===== src/rtl/rom_arb_pkg.sv =====
// rtl/rom_arb_pkg.sv - shared types for the ROM burst arbiter
package rom_arb_pkg;

    localparam int NUM_REQ = 3;

    typedef logic [1:0] req_id_t;

    typedef enum logic [1:0] {
        IDLE,
        READ,
        DRAIN
    } state_t;

endpackage


===== src/rtl/rr_picker.sv =====
// rtl/rr_picker.sv - combinational round-robin winner select, searching upward from last+1
module rr_picker
    import rom_arb_pkg::*;
(
    input  logic [NUM_REQ-1:0] req,
    input  req_id_t            last,
    output req_id_t            winner,
    output logic               valid
);

    req_id_t idx;

    always_comb begin
        winner = '0;
        valid  = 1'b0;
        idx    = '0;
        for (int k = 1; k <= NUM_REQ; k++) begin
            idx = req_id_t'((int'(last) + k) % NUM_REQ);
            if (!valid && req[idx]) begin
                valid  = 1'b1;
                winner = idx;
            end
        end
    end

endmodule


===== src/rtl/rom_burst_arbiter.sv =====
// rtl/rom_burst_arbiter.sv - round-robin arbiter granting non-preemptive ROM read bursts
module rom_burst_arbiter
    import rom_arb_pkg::*;
#(
    parameter int DATA_WIDTH  = 8,
    parameter int DEPTH       = 16,
    parameter int DATA_AMOUNT = 16,
    localparam int ADDR_WIDTH = $clog2(DEPTH)
) (
    input  logic                  clk1,
    input  logic                  reset,
    input  logic                  top_start,
    input  logic [NUM_REQ-1:0]    req,
    output logic [NUM_REQ-1:0]    grant,
    output logic                  rom_en,
    output logic [ADDR_WIDTH-1:0] rom_addr,
    input  logic [DATA_WIDTH-1:0] rom_data,
    output logic [DATA_WIDTH-1:0] out_data,
    output logic                  out_valid,
    output logic [1:0]            out_id,
    output logic                  burst_done,
    output logic                  busy
);

    localparam int BEAT_W = $clog2(DATA_AMOUNT + 1);
    localparam bit DEPTH_POW2 = ((DEPTH & (DEPTH - 1)) == 0);
    localparam logic [BEAT_W-1:0] LAST_BEAT = BEAT_W'(DATA_AMOUNT - 1);

    state_t                state;
    state_t                next_state;
    logic [BEAT_W-1:0]     beat;
    logic [ADDR_WIDTH-1:0] addr;
    req_id_t               last;
    req_id_t               owner;
    req_id_t               winner;
    logic                  win_valid;
    logic                  start_burst;
    logic                  rom_en_q;

    rr_picker u_picker (
        .req    (req),
        .last   (last),
        .winner (winner),
        .valid  (win_valid)
    );

    assign start_burst = (state == IDLE) && top_start && win_valid;

    always_ff @(posedge clk1) begin
        if (reset) begin
            state    <= IDLE;
            beat     <= '0;
            last     <= 2'd2;
            owner    <= '0;
            rom_en_q <= 1'b0;
        end else begin
            state    <= next_state;
            rom_en_q <= rom_en;
            if (start_burst) begin
                beat  <= '0;
                owner <= winner;
            end else if (state == READ) begin
                beat <= beat + 1'b1;
            end
            if (state == DRAIN) begin
                last <= owner;
            end
        end
    end

    // Non-power-of-two depths cannot wrap by truncation, so they get their own modulo counter.
    generate
        if (DEPTH_POW2) begin : g_addr_slice
            assign addr = ADDR_WIDTH'(beat);
        end else begin : g_addr_wrap
            logic [ADDR_WIDTH-1:0] addr_q;
            always_ff @(posedge clk1) begin
                if (reset || start_burst) begin
                    addr_q <= '0;
                end else if (state == READ) begin
                    addr_q <= (addr_q == ADDR_WIDTH'(DEPTH - 1)) ? '0 : addr_q + 1'b1;
                end
            end
            assign addr = addr_q;
        end
    endgenerate

    always_comb begin
        next_state = state;
        case (state)
            IDLE:    if (start_burst) next_state = READ;
            READ:    if (beat == LAST_BEAT) next_state = DRAIN;
            DRAIN:   next_state = IDLE;
            default: next_state = IDLE;
        endcase
    end

    always_comb begin
        rom_en     = (state == READ);
        rom_addr   = rom_en ? addr : '0;
        busy       = (state != IDLE);
        burst_done = (state == DRAIN);
        grant      = busy ? (NUM_REQ'(1) << owner) : '0;
        out_id     = owner;
        out_valid  = rom_en_q;
        out_data   = rom_data;
    end

endmodule

===== config.mk =====
export PLATFORM = sky130hd
export DESIGN_NAME = rom_burst_arbiter
export DESIGN_NICKNAME = d
export VERILOG_FILES = /design/src/rtl/rom_arb_pkg.sv /design/src/rtl/rr_picker.sv /design/src/rtl/rom_burst_arbiter.sv
export SDC_FILE = /design/constraint.sdc
export NUM_CORES = 1
export LEC_CHECK = 0
export CORE_MARGIN = 2
export CORE_UTILIZATION = 35
export CTS_CLUSTER_SIZE = 25
export DETAILED_ROUTE_END_ITERATION = 6
export MAX_ROUTING_LAYER = met4
export PLACE_DENSITY_LB_ADDON = 0.08
export SYNTH_ARGS = -nofsm -noshare
export SYNTH_HDL_FRONTEND = slang
export SYNTH_HIERARCHICAL = 1
export SYNTH_SLANG_ARGS = --single-unit

===== constraint.sdc =====
create_clock -name clk1 -period 1.7 [get_ports clk1]
set_input_delay 0.17 -clock clk1 [delete_from_list [all_inputs] [get_ports clk1]]
set_output_delay 0.17 -clock clk1 [all_outputs]
set_load 0.01 [all_outputs]

# After elaboration in Yosys (flattened, before gate mapping)
# Cells that the tools add are included.
totals:
  reg_bits: 12
  inputBits: 14
  out_inout_bits: 21
  wordCells: 48
classes:
  add_sub_neg: 4
  div: 3
  order_cmp: 3
  eq_ne: 5
  shift: 1
  muxes: 17
  n_reduce_logical: 10
op_table:
  columns: ["op", "count"]
  rows:
  - ["remainder unit 32 x 3 -> 32 bit (second input constant)", 3]
  - ["two-way mux 2 bit", 5]
  - ["less-than comparator 2 x 3 -> 1 bit (second input constant)", 3]
  - ["adder 2 x 2 -> 3 bit (second input constant)", 2]
  - ["binary-select mux 1 bit (select 2 bit)", 3]
  - ["two-way mux 1 bit", 6]
  - ["adder 5 x 1 -> 5 bit (second input constant)", 1]
  - ["equality test 5 x 4 -> 1 bit (second input constant)", 1]
  - ["logical AND 1 bit", 4]
  - ["two-way mux 4 bit", 1]
  - ["one-hot mux 2 bit (2 select lines)", 1]
  - ["adder 2 x 1 -> 3 bit (second input constant)", 1]
  - ["two-way mux 3 bit", 1]
  - ["<< shifter 1 x 2 -> 3 bit (first input constant)", 1]
  - ["equality test 2 x 1 -> 1 bit (second input constant)", 1]
  - ["equality test 2 bit (second input constant)", 1]
  - ["zero test 1 bit", 2]
  - ["zero test 2 bit", 1]
  - ["!= test 2 x 1 -> 1 bit (second input constant)", 1]
  - ["!= test 2 bit (second input constant)", 1]
  - ["AND reduction 2 bit", 1]
  - ["nonzero test 2 bit", 1]
  - ["OR reduction 2 bit", 1]

# Logic depth before layout (Yosys ltp)
# Gate-level depths: netlist of run 1.
depth:
  word_depth: 14
  ltp_mapped: 8
  depth_no_buf: 8

# Hierarchy
# The synthesis of run 1 kept the hierarchy.
modules_own_cells:
  columns: ["mod", "n_inst", "cells_per_inst", "area_each_um2", "seq_area_each_um2"]
  rows:
  - ["rom_burst_arbiter", 1, 66, 599.3, 240.2]
  - ["rr_picker", 1, 20, 131.4, 0.0]

# Least setup slack after synthesis of run 1
# Ideal clock, no wire load.
synth_path:
  kind: "register -> register"
  from: "reg last[0]"
  to: "reg beat[4]"
  setup_ns: 0.086
  arrival_ns: 1.822
  required_time_ns: 1.614
  path_slack_ns: -0.208
  path_stages_with_launch: 9
  path_buffers: 0
  synth_period_minus_slack_ns: 1.908
  path_cell_list: "dfxtp_1 > inv_1 > ha_1 > o32a_1 > o21ai_1 > a21oi_1 > nor4bb_4 > or2_1 > a211oi_1"
synth_between:
  elab_chain_len: 13
  word_cells_on_any_way: 21
  cone_classes: "add/sub (3); div (3); mux (9); reduce/logical (6)"
synth_rtl:
  columns: ["item", "line", "source"]
  rows:
  - ["start, declared", "rom_burst_arbiter.sv:33", "req_id_t last;"]
  - ["start signal, assigned", "rom_burst_arbiter.sv:66", "last <= owner;"]
  - ["adder 2 x 1 -> 3 bit", "rr_picker.sv:18", "idx = req_id_t'((int'(last) + k) % NUM_REQ);"]
  - ["remainder unit 32 x 3 -> 32 bit", "rr_picker.sv:18", null]
  - ["binary-select mux 1 bit (select 2 bit)", "rr_picker.sv:19", "if (!valid && req[idx]) begin"]
  - ["two-way mux 1 bit (implied by the code)", "rr_picker.sv:19", null]
  - ["two-way mux 1 bit", "rr_picker.sv:19", null]
  - ["zero test 1 bit", "rr_picker.sv:19", null]
  - ["logical AND 1 bit", "rr_picker.sv:19", null]
  - ["two-way mux 1 bit", "rr_picker.sv:19", null]
  - ["zero test 1 bit", "rr_picker.sv:19", null]
  - ["logical AND 1 bit", "rr_picker.sv:19", null]
  - ["two-way mux 1 bit (*)", "rr_picker.sv:19", null]
  - ["via win_valid", "rom_burst_arbiter.sv:36", "logic win_valid;"]
  - ["logical AND 1 bit (*)", "rom_burst_arbiter.sv:47", "assign start_burst = (state == IDLE) && top_start && win_valid;"]
  - ["OR reduction 2 bit (no line) (*)", null, null]
  - ["end signal, assigned", "rom_burst_arbiter.sv:63", "beat <= beat + 1'b1;"]
  - ["end, declared", "rom_burst_arbiter.sv:31", "logic [BEAT_W-1:0] beat;"]
# Mark *: on every way through the listed nets, which the timed path passes. The rest lies on a longest branch. The select of a mux whose other input is x is not followed.
# A chain may end at the register's enable or synchronous reset.

# Worst setup path in the final report of run 1
layout_path:
  from: "reg last[0]"
  to: "reg owner[0], in the netlist out_id[0]"
layout_between:
  elab_chain_len: 12
  word_cells_on_any_way: 23
  cone_classes: "add/sub (3); div (3); mux (12); reduce/logical (5)"
layout_rtl:
  columns: ["item", "line", "source"]
  rows:
  - ["adder 2 x 1 -> 3 bit", "rr_picker.sv:18", null]
  - ["remainder unit 32 x 3 -> 32 bit", "rr_picker.sv:18", null]
  - ["binary-select mux 1 bit (select 2 bit)", "rr_picker.sv:19", null]
  - ["two-way mux 1 bit (implied by the code)", "rr_picker.sv:19", null]
  - ["two-way mux 1 bit", "rr_picker.sv:19", null]
  - ["zero test 1 bit", "rr_picker.sv:19", null]
  - ["logical AND 1 bit", "rr_picker.sv:19", null]
  - ["two-way mux 1 bit", "rr_picker.sv:19", null]
  - ["zero test 1 bit", "rr_picker.sv:19", null]
  - ["logical AND 1 bit", "rr_picker.sv:19", null]
  - ["two-way mux 1 bit (*)", "rr_picker.sv:19", null]
  - ["via win_valid", "rom_burst_arbiter.sv:36", null]
  - ["logical AND 1 bit (*)", "rom_burst_arbiter.sv:47", null]
  - ["end signal, assigned", "rom_burst_arbiter.sv:61", "owner <= winner;"]
  - ["end, declared", "rom_burst_arbiter.sv:34", "req_id_t owner;"]
# Marked as above.

==> flow_summary.ini, run 1 <==
[critical_path]
path_class = reg2reg
crit_path_end_kind = register
crit_required_ps = 1850
setup.reg_to_reg.worst_slack_ps = -50
cp_data_arrival_time_ps = 1900
path_max_fanout = 4
startpoint_type = register

[detailed_routing]
antenna_left = 0
drtPass1Iterations = 2
wl_per_cell_um = 12.2
totalWireLength_um = 1630
vias = 630
viasPerCell = 4.74
remaining_drc_errors = 0
drt_iter0_drc = 4

[power]
post-layout-total-power_mw = 0.641
power.density_mw_per_mm2 = 617
comb_power_share_pct = 17.6
pwr-share-seq_pct = 46.4
netSwitchingPower_mw = 0.161
clock_power_share_pct = 36.0
max-vdd-ir-drop_mv = 0.302
power_leakage_nw = 0.478
intPower_mw = 0.480
share_of_total_power_consumed_by_net_switching_pct = 25.1

[timing]
relSlewSlack_pct = 77.8
layout_min_cycle_time_ps = 1750
setup_tns_final_ps = -176
min_period_over_period_pct = 103
finalSetupViolations = 7
finalMaxSlewViolations = 0
setup_skew_ps = 6.04
timing.fmax_mhz = 572
timing_worst_slew_pin_value_ps = 333
timing_hold_violations_final = 0
grt_setup_unrepaired = yes
worst_slack_ps = -49.6

[logic_synthesis]
proportion_of_synthesized_chip_area_in_sequential_cells_pct = 32.9
compound_gate_portion_of_the_synthesized_area_pct = 13.5
postSynthNetCount = 104
post_synthesis_share_of_cell_area_spent_on_full_adders_half_adders_and_majority_gates_pct = 8.39
post_synth_and_or_nand_nor_area_fraction_pct = 25.3
dominant_combinational_cell_family_by_area_after_synthesis = simple AND/OR/NAND/NOR gates
synth_xor_xnor_area_share_pct = 2.40
post-synth-top-area-cell = sky130_fd_sc_hd__dfxtp_1
syn-mean-instance-area_um2 = 8.50
yosys_register_bits = 12
post-synth-top-area-fraction_pct = 32.9
postSynthCellCount = 86
mappedNetlistArea_um2 = 731
synth.mux.area_fraction_pct = 4.11
ys_types = 34
synthesis.yosys.warnings = 6
yosys-top-cells-area = sky130_fd_sc_hd__dfxtp_1 (33%), sky130_fd_sc_hd__buf_4 (8.2%), sky130_fd_sc_hd__ha_1 (6.8%), sky130_fd_sc_hd__nor2_1 (5.7%), sky130_fd_sc_hd__a21oi_1 (4.1%)

[floorplanning]
floorplan.die_area_mm2 = 0.00247
num_rows = 16
dieWidth_um = 49.7
fp.coreArea_mm2 = 0.00196
floorplan.io_pins = 35
initial_core_util_pct = 37.2
die_y_um = 49.7

[global_routing]
grt_start_max_net_pins = 9
grt_remaining_overflow = 0
grt_antenna_before_repair = 0
wire_length_of_the_first_global_routing_pass_um = 2590
globalRouteTotalUtil_pct = 14.2
first_global_vias = 617

[final_layout]
final_nets = 125
antenna_cells = 0
synthToLayoutAreaGrowth_pct = 42.1
drive_gt1_share_pct = 30.2
finish.instance_area_mm2 = 0.00104

[clock_network]
cts-root-buf = sky130_fd_sc_hd__clkbuf_4
postCtsSetupRepairBufs = 0
clkLatencyLatePin_ps = 270
cts.sinks = 12
cts_tree = done
cts_inserted_buffers = 3
cts.reportedPaths.clkPinSlew_ps = 80
cts_htree_levels = 1
clock_tree.buffer_depth = 2

[placed_design]
port_buffers = 18
postPlaceCellArea_um2 = 951
gp_routability_congestion = 0.776
dp_hpwl_um = 1240
dpl_worst_slack_ps = -158

[status]
failed_checks = setup timing
status = finished, violations left

[hold_path]
worst_hold_path_type = in2out

[job]
max_cap_violations = 0
==> timing repair <==
item	4_1_cts	5_1_grt
pin swaps	6	0
hold buffers	0	0
cloned	0	0
setup endpoints to repair	13	11
hold endpoints to repair	0	0
gates resized for setup	13	7
==> stage by stage <==
stage	hold WS [ps]	utilization (%)	instances
6_report	340	52.9	133
3_3_place_gp	340	48.5	129
3_5_place_dp	340	48.5	129
5_1_grt	340	52.9	133
4_1_cts	340	52.0	133
2_1_floorplan	432	-	86
==> state kept, by name, indices dropped and copies added, names as in the netlist <==
signal     count
state          2
beat           5
out_id         2
last           2
out_valid      1
==> Yosys cell counts <==
cell type,instances
sky130_fd_sc_hd__buf_4,8
sky130_fd_sc_hd__a21oi_1,6
sky130_fd_sc_hd__or2_1,1
sky130_fd_sc_hd__inv_1,8
sky130_fd_sc_hd__nor3b_1,2
sky130_fd_sc_hd__a211oi_1,1
sky130_fd_sc_hd__nor4bb_4,1
sky130_fd_sc_hd__clkbuf_1,1
sky130_fd_sc_hd__and3_1,1
sky130_fd_sc_hd__a21boi_0,1
sky130_fd_sc_hd__nor3_1,2
sky130_fd_sc_hd__ha_1,4
sky130_fd_sc_hd__o21ai_0,2
sky130_fd_sc_hd__nand2b_1,2
sky130_fd_sc_hd__nand3b_1,1
sky130_fd_sc_hd__nor2b_1,2
sky130_fd_sc_hd__inv_2,1
sky130_fd_sc_hd__xnor2_1,1
sky130_fd_sc_hd__maj3_2,1
sky130_fd_sc_hd__nand2_1,2
sky130_fd_sc_hd__a31o_2,1
sky130_fd_sc_hd__xor2_1,1
sky130_fd_sc_hd__nor2b_2,1
sky130_fd_sc_hd__nand3_1,1
sky130_fd_sc_hd__o311a_2,1
sky130_fd_sc_hd__nand4_1,1
sky130_fd_sc_hd__a211o_1,1
sky130_fd_sc_hd__o32a_1,1
sky130_fd_sc_hd__mux2i_1,3
sky130_fd_sc_hd__dfxtp_1,12
sky130_fd_sc_hd__and3b_1,1
sky130_fd_sc_hd__o21ai_1,1
sky130_fd_sc_hd__and2_1,2
sky130_fd_sc_hd__nor2_1,11
==> critical path: stages (launching register included) <==
cell and delay (ps):
sky130_fd_sc_hd__dfxtp_4 370, sky130_fd_sc_hd__inv_2 40, sky130_fd_sc_hd__ha_4 210, sky130_fd_sc_hd__maj3_2 290, sky130_fd_sc_hd__a21oi_2 110, sky130_fd_sc_hd__nor4bb_4 310, sky130_fd_sc_hd__mux2i_1 230, sky130_fd_sc_hd__nor2_1 60
==> cell families (layout without fill, tap and decap cells) <==
family,after synthesis,count (layout)
flops,12,12
fa+ha+maj,5,5
compound gates,15,15
simple gates,31,31
buf+inv,18,38
xor+xnor,2,2
mux,3,3
==> final timing paths <==
path,from,to,cells past startpoint
setup / recovery,last[0],out_id[0],7
setup reg to reg,last[0],out_id[0],7
hold reg to reg,beat[4],beat[4],2
hold / removal,rom_data[1],out_data[1],0
==> cells in the final DEF (no fill, tap or decap), drive strengths merged, types with 3 or more instances in the layout <==
master	n
a21oi	6
o21ai	3
mux2i	3
nor2b	3
dlygate4sd2	3
buf	7
dlymetal6s2s	4
inv	9
ha	4
nor2	11
clkdlybuf4s50	11
dfxtp	12
clkbuf	4
==> layer usage <==
| layer | global-route usage [%] | vias up | wire length [um] |
|---|---|---|---|
| met3 | 2.42 | 2 | 69 |
| met2 | 24.0 | 20 | 813 |
| met1 | 16.2 | 280 | 727 |
| li1 | - | 328 | - |
| met5 | - | - | 0 |
| met4 | 6.94 | 0 | 19 |
==> power by group through the flow <==
stage / registers, mW / clock network [mW] / logic, mW
floorplan: 0.308 / 0 / 0.0700
global placement: 0.306 / 0 / 0.108
detailed placement: 0.307 / 0 / 0.109
CTS: 0.298 / 0.233 / 0.114
global route: 0.299 / 0.242 / 0.124
finish: 0.298 / 0.231 / 0.113
==> layout make-up <==
cell class              count  area, um2
inverters                   9       33.8
clock buffers               4       36.3
repair buffers             25        239
well taps                  27       33.8
flip-flops and latches     12        250
fillers                   212        923
multi-input cells          56        445
Note: power is estimated with default switching activity, not from simulation.
==> inputs of run 2 (changes only) <==
SETUP_SLACK_MARGIN = 0.3   (was not set)
SLEW_MARGIN = 5   (was not set)
==> flow_summary.ini, run 2 (synthesis gave the netlist of run 1 again) <==
[status]
status = finished, violations left
failed_checks = setup timing

[final_layout]
commonest_cells_after_routing_fill_and_taps_aside = sky130_fd_sc_hd__nor2_1 (9), sky130_fd_sc_hd__buf_4 (9), sky130_fd_sc_hd__inv_1 (7)
final_nets = 127
finish.instance_area_mm2 = 0.00104
largest_register = beat
layout_fillers = 206
post_layout_nonfiller_instances = 135
largest_register_ffs = 5
antenna_cells = 0
drive_gt1_share_pct = 40.7
synthToLayoutAreaGrowth_pct = 43.0

[placed_design]
dpl_worst_slack_ps = -134
port_buffers = 18
postPlaceCellArea_um2 = 958
gp_routability_congestion = 0.705
dpl.cell_count = 130
dp_hpwl_um = 1200

[critical_path]
path_max_fanout = 4
slowest_delay_ps = 350
crit_path_end_kind = register
r2r_end = out_id[0]
cp_data_arrival_time_ps = 1900
path_cells = inv_2, ha_4, maj3_2, a21oi_2, nor4bb_4, mux2i_1, nor2_1
crit_path_end = out_id[0]
path_depth = 7
timing.reg2reg.worst_path_depth = 7
crit_required_ps = 1860
critPathLaunch = last[0]
worstReg2RegStart = last[0]
timing.critical_path.slowest_stage_cell = sky130_fd_sc_hd__dfxtp_2
path_class = reg2reg
setup.reg_to_reg.worst_slack_ps = -50
startpoint_type = register
cpLargestDelayFamily = adder cells
cp.buffers_inverters = 1

[timing]
relSlewSlack_pct = 76.8
setup_skew_ps = 4.46
worst_slack_ps = -48.0
setup_tns_final_ps = -211
finalMaxSlewViolations = 0
timing_worst_slew_pin_value_ps = 347
finalSetupViolations = 8
timing.fmax_mhz = 572
timing_hold_violations_final = 0
grt_setup_unrepaired = yes
min_period_over_period_pct = 103
layout_min_cycle_time_ps = 1750

[power]
power_leakage_nw = 0.464
power.density_mw_per_mm2 = 616
pwr-share-seq_pct = 46.6
intPower_mw = 0.482
share_of_total_power_consumed_by_net_switching_pct = 25.1
max-vdd-ir-drop_mv = 0.460
netSwitchingPower_mw = 0.162
clock_power_share_pct = 35.1
comb_power_share_pct = 18.3

[floorplanning]
num_rows = 16
floorplan.die_area_mm2 = 0.00247
floorplan.io_pins = 35
dieWidth_um = 49.7
fp.coreArea_mm2 = 0.00196
die_y_um = 49.7
initial_core_util_pct = 37.2

[detailed_routing]
viasPerCell = 4.71
drtPass1Iterations = 2
vias = 636
totalWireLength_um = 1620
drt_iter0_drc = 3
antenna_left = 0
remaining_drc_errors = 0
wl_per_cell_um = 12.0

[global_routing]
grt_remaining_overflow = 0
grt_antenna_before_repair = 0
wire_length_of_the_first_global_routing_pass_um = 2790
globalRouteTotalUtil_pct = 15.2
first_global_vias = 652
grt_start_max_net_pins = 9

[clock_network]
cts_tree = done
cts_htree_levels = 1
clock_tree.buffer_depth = 2
cts-root-buf = sky130_fd_sc_hd__clkbuf_4
cts.sinks = 12
cts.reportedPaths.clkPinSlew_ps = 80
cts_inserted_buffers = 3
clkLatencyLatePin_ps = 270

[job]
max_cap_violations = 0

[hold_path]
hold_depth = 0
worst_hold_path_type = in2out
run 2: metrics by stage:
stage	util, %	power (mW)	hold slack (ps)
2_1_floorplan	-	0.378	432
3_3_place_gp	48.9	0.416	340
3_5_place_dp	48.9	0.416	340
4_1_cts	51.9	0.642	340
5_1_grt	53.3	0.690	340
6_report	53.3	0.643	340
run 2: layer usage:
metal  share of wire [%]  track usage, %  vias to the layer above
met1                  40            15.6                      286
met3                 4.6            5.45                        2
met5                   0               -                        -
met2                  54            26.4                       19
li1                    -               -                      329
met4                 1.3            6.02                        0
run 2: how the worst min path moves through the flow:
stage | start | to
CTS | rom_data[7] | out_data[7]
global placement | rom_data[7] | out_data[7]
finish | rom_data[1] | out_data[1]
global route | rom_data[5] | out_data[5]
floorplan | rom_data[0] | out_data[0]
detailed placement | rom_data[7] | out_data[7]
run 2: power groups by stage:
stage	sequential, mW	combinational, mW	clock, mW
2_1_floorplan	0.308	0.0700	0
3_3_place_gp	0.306	0.110	0
3_5_place_dp	0.307	0.110	0
4_1_cts	0.300	0.111	0.231
5_1_grt	0.302	0.131	0.258
6_report	0.300	0.118	0.226
run 2: final cells by class:
cell class,count,area (um2),area share [%]
well taps,27,33.8,3.23
flip-flops and latches,12,255,24.4
clock buffers,4,36.3,3.47
multi-input cells,56,462,44.2
inverters,9,33.8,3.23
repair buffers,27,224,21.4
run 2: timing repair:
item	4_1_cts	5_1_grt
buffers inserted	0	1
pin swaps	3	2
hold buffers	0	0
resized for setup	23	22
endpoints found under the setup margin	20	18
==> inputs of run 3 (changes only) <==
CTS_CLUSTER_SIZE = not set   (was 25)
==> results of run 3 <==
Same layout as run 2: the final DEF is identical, and so are final timing and power.
